`config.mk`:
```
export PLATFORM = sky130hd
export DESIGN_NAME = reg_trace_tx
export DESIGN_NICKNAME = d
export VERILOG_FILES = /design/src/rtl/reg_trace_pkg.sv /design/src/rtl/reg_trace_byte_sel.sv /design/src/rtl/reg_trace_tx.sv
export SDC_FILE = /design/constraint.sdc
export NUM_CORES = 2
export LEC_CHECK = 0
export ABC_CLOCK_PERIOD_IN_PS = 2900
export CAP_MARGIN = 30
export CELL_PAD_IN_SITES_DETAIL_PLACEMENT = 0
export CELL_PAD_IN_SITES_GLOBAL_PLACEMENT = 1
export CORE_UTILIZATION = 25
export DETAILED_ROUTE_END_ITERATION = 16
export PLACE_DENSITY_LB_ADDON = 0.2
export SLEW_MARGIN = 20
export SYNTH_ARGS = -nofsm -noshare
export SYNTH_HDL_FRONTEND = slang
export SYNTH_SLANG_ARGS = --single-unit
```
`constraint.sdc`:
```
create_clock -name clk -period 2.9 [get_ports clk]
set_clock_uncertainty 0.1 [all_clocks]
set_input_delay 0.435 -clock clk [delete_from_list [all_inputs] [get_ports clk]]
set_output_delay 0.435 -clock clk [all_outputs]
set_load 0.01 [all_outputs]
```
`src/rtl/reg_trace_pkg.sv`:
```
// Shared types and frame layout constants for the register trace serializer.
package reg_trace_pkg;

  typedef enum logic {
    IDLE = 1'b0,
    SEND = 1'b1
  } state_e;

  localparam logic [7:0] HDR_DEFAULT      = 8'hA5;
  localparam int         DROP_MAX_DEFAULT = 127;

  localparam int IDX_SEQ  = 1;
  localparam int IDX_STAT = 2;
  localparam int IDX_PC   = 3;
  localparam int IDX_REG  = 7;

  function automatic int flen(input int nreg);
    return IDX_REG + 4 * nreg;
  endfunction

endpackage

```
`src/rtl/reg_trace_byte_sel.sv`:
```
// Combinational mux picking the frame byte at a given index out of the snapshot.
module reg_trace_byte_sel
  import reg_trace_pkg::*;
#(
  parameter int         NREG = 18,
  parameter logic [7:0] HDR  = HDR_DEFAULT,
  parameter int         IW   = 7
) (
  input  logic [IW-1:0]      idx_i,
  input  logic [7:0]         seq_i,
  input  logic [7:0]         stat_i,
  input  logic [31:0]        pc_i,
  input  logic [NREG*32-1:0] regs_i,
  output logic [7:0]         byte_o
);

  localparam int FL = flen(NREG);

  logic [7:0] frame_b [FL];

  assign frame_b[0]        = HDR;
  assign frame_b[IDX_SEQ]  = seq_i;
  assign frame_b[IDX_STAT] = stat_i;

  // Multi-byte fields go out MSB first.
  for (genvar b = 0; b < 4; b++) begin : g_pc
    assign frame_b[IDX_PC+b] = pc_i[24-8*b +: 8];
  end

  for (genvar k = 0; k < NREG; k++) begin : g_reg
    for (genvar b = 0; b < 4; b++) begin : g_byte
      assign frame_b[IDX_REG+4*k+b] = regs_i[32*k+24-8*b +: 8];
    end
  end

  always_comb begin
    byte_o = 8'h00;
    if (int'(idx_i) < FL) byte_o = frame_b[idx_i];
  end

endmodule

```
`src/rtl/reg_trace_tx.sv`:
```
// Commit-triggered trace serializer: snapshots PC and registers, streams a framed
// byte sequence over valid/ready.
//
//   state | meaning
//   IDLE  | no frame in flight, next enabled commit captures
//   SEND  | frame in flight, idx_q selects the byte presented on tx_data
module reg_trace_tx
  import reg_trace_pkg::*;
#(
  parameter int         NREG     = 18,
  parameter logic [7:0] HDR      = HDR_DEFAULT,
  parameter int         DROP_MAX = DROP_MAX_DEFAULT
) (
  input  logic               clk,
  input  logic               rst_n,
  input  logic               en,
  input  logic               commit,
  input  logic [31:0]        pc_in,
  input  logic [NREG*32-1:0] regs_in,
  output logic [7:0]         tx_data,
  output logic               tx_valid,
  input  logic               tx_ready,
  output logic               busy,
  output logic [7:0]         seq
);

  localparam int            FL   = flen(NREG);
  localparam int            IW   = $clog2(FL);
  localparam logic [IW-1:0] LAST = IW'(FL - 1);
  localparam logic [6:0]    DMAX = 7'(DROP_MAX);

  state_e             state_q, state_d;
  logic [IW-1:0]      idx_q, idx_d;
  logic [7:0]         seq_q, seq_d;
  logic [6:0]         drop_q, drop_d;
  logic [7:0]         stat_q, stat_d;
  logic [31:0]        pc_q, pc_d;
  logic [NREG*32-1:0] regs_q, regs_d;

  logic       hs, last_hs, capture;
  logic [7:0] sel_byte;

  always_comb begin
    state_d = state_q;
    idx_d   = idx_q;
    seq_d   = seq_q;
    drop_d  = drop_q;
    stat_d  = stat_q;
    pc_d    = pc_q;
    regs_d  = regs_q;

    hs      = (state_q == SEND) && tx_ready;
    last_hs = hs && (idx_q == LAST);
    capture = en && commit && ((state_q == IDLE) || last_hs);

    case (state_q)
      IDLE: ;
      SEND: begin
        if (last_hs)  state_d = IDLE;
        else if (hs)  idx_d   = idx_q + IW'(1);
      end
      default: state_d = IDLE;
    endcase

    if (en && commit && (state_q == SEND) && !last_hs)
      drop_d = (drop_q == DMAX) ? drop_q : drop_q + 7'd1;

    // A capture on the final handshake chains straight into the next frame.
    if (capture) begin
      state_d = SEND;
      idx_d   = '0;
      seq_d   = seq_q + 8'd1;
      stat_d  = {(drop_q != 7'd0), drop_q};
      drop_d  = 7'd0;
      pc_d    = pc_in;
      regs_d  = regs_in;
    end
  end

  always_ff @(posedge clk or negedge rst_n) begin
    if (!rst_n) begin
      state_q <= IDLE;
      idx_q   <= '0;
      seq_q   <= 8'd0;
      drop_q  <= 7'd0;
      stat_q  <= 8'd0;
      pc_q    <= 32'd0;
      regs_q  <= '0;
    end else begin
      state_q <= state_d;
      idx_q   <= idx_d;
      seq_q   <= seq_d;
      drop_q  <= drop_d;
      stat_q  <= stat_d;
      pc_q    <= pc_d;
      regs_q  <= regs_d;
    end
  end

  reg_trace_byte_sel #(
    .NREG (NREG),
    .HDR  (HDR),
    .IW   (IW)
  ) u_byte_sel (
    .idx_i  (idx_q),
    .seq_i  (seq_q),
    .stat_i (stat_q),
    .pc_i   (pc_q),
    .regs_i (regs_q),
    .byte_o (sel_byte)
  );

  assign busy     = (state_q == SEND);
  assign tx_valid = busy;
  assign tx_data  = busy ? sel_byte : 8'h00;
  assign seq      = seq_q;

endmodule

```
==> results summary <==
The run finished, with violations left. The final reports fail on setup timing. The library cells used most frequently in the layout, excluding fill and tap cells, are nand2_1 (1892), dfrtp_1 (636), clkdlybuf4s50_1 (621). The number of slew-limit violations in the final report came out at 0.

TritonCTS built the clock tree. The register cell area after layout came out at 16000 µm². The number of routed nets with antenna violations is 0. At the pin with the least slew margin, the transition time is 772.3 ps. The number of buffers on the longest clock path is 3. The path type of the worst setup path is flip-flop to output port. The cell area power density came out at 811.8 nW/µm². The area of placed instances came out at 39330 µm². The number of enable-type register cells in the synthesized netlist is 0. The final critical-path required period is 3772 ps. In this run the horizontal extent of the chip is 347.2 µm. Along the worst path, the maximum fanout reaches 7. In the routed layout, each cell is associated on average with a via count of 4.495.

Static timing analysis puts the maximum clock frequency at 0.2651 GHz. The part of the Yosys area used for sequential elements came out at 53.68%. In this run the static leakage power is 21.46 nW. Synthesis produced a netlist with a net count of 3803. The sort of element at the start of the critical path is a flip-flop. The wire length per cell after detailed routing came out at 23.44 µm.

The worst slew margin relative to its limit is 48.51%. The average instance area after synthesis is 9.352 µm². The class of the tightest hold or removal check is input port to flip-flop. The number of I/O port buffers came out at 630.

The boundary pin count is 631. The routability-driven placement congestion ratio came out at 0.8146. The number of remaining DRC errors is 0.

The post-synthesis instance area is 29790 µm². The initial standard-cell utilization of the core is 25.23%. The number of iterations in the first detailed-routing pass is 5. The post-synthesis register bit count is 639. After detailed placement, the design holds a cell count of 5380. The data arrival time of the critical path came out at 3240 ps.

Counting the buffers created by CTS gives 78. The number of unique standard cell types used by synthesis is 65. The final number of setup-violating endpoints came out at 641. The overall via count from detail_route is 25336.

The number of global-route vias before repair came out at 26712. The number of failing hold endpoints at the final stage is 0. The root buffer cell chosen for the clock tree is clkbuf_16.

Across all setup checks in the final design, the least slack found is -872.1 ps. The most common flop cell mapped by yosys is dfrtp_1. The part of the cycle the worst path needs is 130.1%.

The number of standard cells in the final layout excluding fillers is 5636. The utilization after layout is 37.53%. After global routing the overflow that remains totals 0. The final wirelength came out at 132100 µm. Setup repair after global routing could not meet its margin everywhere. The half-perimeter wire length after detailed placement came out at 96960 µm. STA classifies the critical path endpoint as an output port. The total number of H-tree levels is 3. After synthesis, the share of flip-flops with an asynchronous set or reset is 100.0%.

The multi-input combinational cells in the finished layout cover a total of 13030 µm². The height of the die is 347.2 µm. The area growth from synthesis to layout is 48.77%. The number of antenna violations at the first check in global routing came out at 17. The largest net degree at the start of global routing is 66. The global-route wire length before repair came out at 187700 µm. Across the run, the number of max-cap violations was 0. The later-pin clock latency in the skew report is 640 ps. Once layout is done, the placed cells without fillers occupy 44310 µm².

After clock tree synthesis, the clock-pin slew on the worst setup and hold paths is 60 ps. The number of warnings issued by yosys is 0. The die area came out at 120500 µm². The total global-route track usage is 21.42%. The number of filler cells placed in the layout is 11984.

For this block, the initial DRC count from the detailed router was 1636. The area of the core came out at 118100 µm². Leaving out fill and tap cells, the most frequent cell in the layout is nand2_1. The post-synthesis cell count is 3185. The clock net in this run drives a total of 639 sinks.

The floorplan has 126 rows. The fraction of layout instances using a drive strength above 1 is 17.29%. The worst hold slack came out at 201.1 ps. The worst voltage drop across the vdd grid is 0.0004298 V. The required time reported for the critical path endpoint is 2370 ps. The net count of the finished layout is 4650.
final cells by class:
type | count | share of cell area, %
flip-flops and latches | 639 | 36.11
diodes | 5 | 0.02824
well taps | 1536 | 4.337
clock inverters | 33 | 0.6833
repair buffers | 968 | 24.29
clock buffers | 110 | 5.082
multi-input cells | 2338 | 29.40
inverters | 7 | 0.06494
timing repair:
action                     4_1_cts  5_1_grt
resized for setup              168       77
cloned                          19       12
setup endpoints to repair      162      643
hold endpoints to repair        43        0
hold buffers                     1        0
buffers inserted                65       22
pin swaps                       19       23
routing by layer:
layer	wire (µm)	share of wire [%]	up-vias	global-route usage [%]
met5	90	0.068	-	0
met4	3027	2.3	14	5.319
met1	58140	44	12553	28.50
met2	64970	49	634	35.95
met3	5873	4.4	144	3.664
li1	-	-	11991	-
cell families after synthesis:
group / share of synthesized area (%)
compound gates: 2.777
xor+xnor: 0.4411
fa+ha+maj: 0.2100
buf+inv: 4.348
flops: 53.68
mux: 12.97
simple gates: 25.57
synthesized netlist by cell type, types with 6 or more instances:
cell type	count	share of area, %
mux2i_1	56	1.9
xor2_1	8	0.24
dfrtp_1	639	54
buf_1	6	0.076
a221oi_1	8	0.24
clkbuf_1	25	0.32
inv_1	6	0.076
mux4_2	123	9.3
buf_2	93	1.6
a211oi_1	8	0.20
nand3_1	11	0.18
and3_1	8	0.17
nand2_1	1905	24
o211ai_1	7	0.18
a21oi_1	16	0.27
buf_4	52	1.3
nand4_1	6	0.13
mux4_1	12	1.1
nor2_1	39	0.49
a22oi_1	19	0.48
mux2_2	17	0.64
o21ai_0	20	0.34
xnor2_1	7	0.21
buf_6	18	0.68
final timing paths:
| kind | start | endpoint | slack (ps) | cells after the start |
|---|---|---|---|---|
| max | idx_q[1]$_DFFE_PN0P_ | tx_data[7] | -870 | 9 |
| min | regs_in[364] | regs_q[364]$_DFFE_PN0P_ | 200 | 3 |
| max reg2reg | idx_q[0]$_DFFE_PN0P_ | seq[6]$_DFFE_PN0P_ | -300 | 16 |
| min reg2reg | regs_q[275]$_DFFE_PN0P_ | regs_q[275]$_DFFE_PN0P_ | 370 | 2 |
| max in group asynchronous | rst_n | regs_q[285]$_DFFE_PN0P_ | 1490 | 3 |
| min in group asynchronous | rst_n | regs_q[69]$_DFFE_PN0P_ | 310 | 2 |
stage by stage:
step,setup WS (ps),TNS (ps),power [mW]
3_3_place_gp,-1285,-7172,24.12
6_report,-872.1,-136490,35.97
2_1_floorplan,267.0,0,18.03
5_1_grt,-940.5,-193150,37.79
3_5_place_dp,-930.4,-8353,24.20
4_1_cts,-910.3,-135010,35.96
where the power goes:
| part | internal, mW | switching (mW) |
|---|---|---|
| registers | 10.6 | 1.27 |
| logic | 7.50 | 6.77 |
| clock network | 5.65 | 4.19 |
state kept, by name, indices dropped and copies added (netlist names):
name	cells
drop_q	7
idx_q	7
pc_q	32
seq	8
busy	1
regs_q	576
stat_q	8
critical path, stage by stage, from the launching register on:
cell and delay (ps):
dfrtp_4 450, buf_12 170, buf_16 150, buf_8 110, mux4_2 540, mux4_2 570, o21ai_2 170, buf_4 140
o211ai_1 90, buf_4 190
Note: power is estimated with default switching activity, not from simulation.
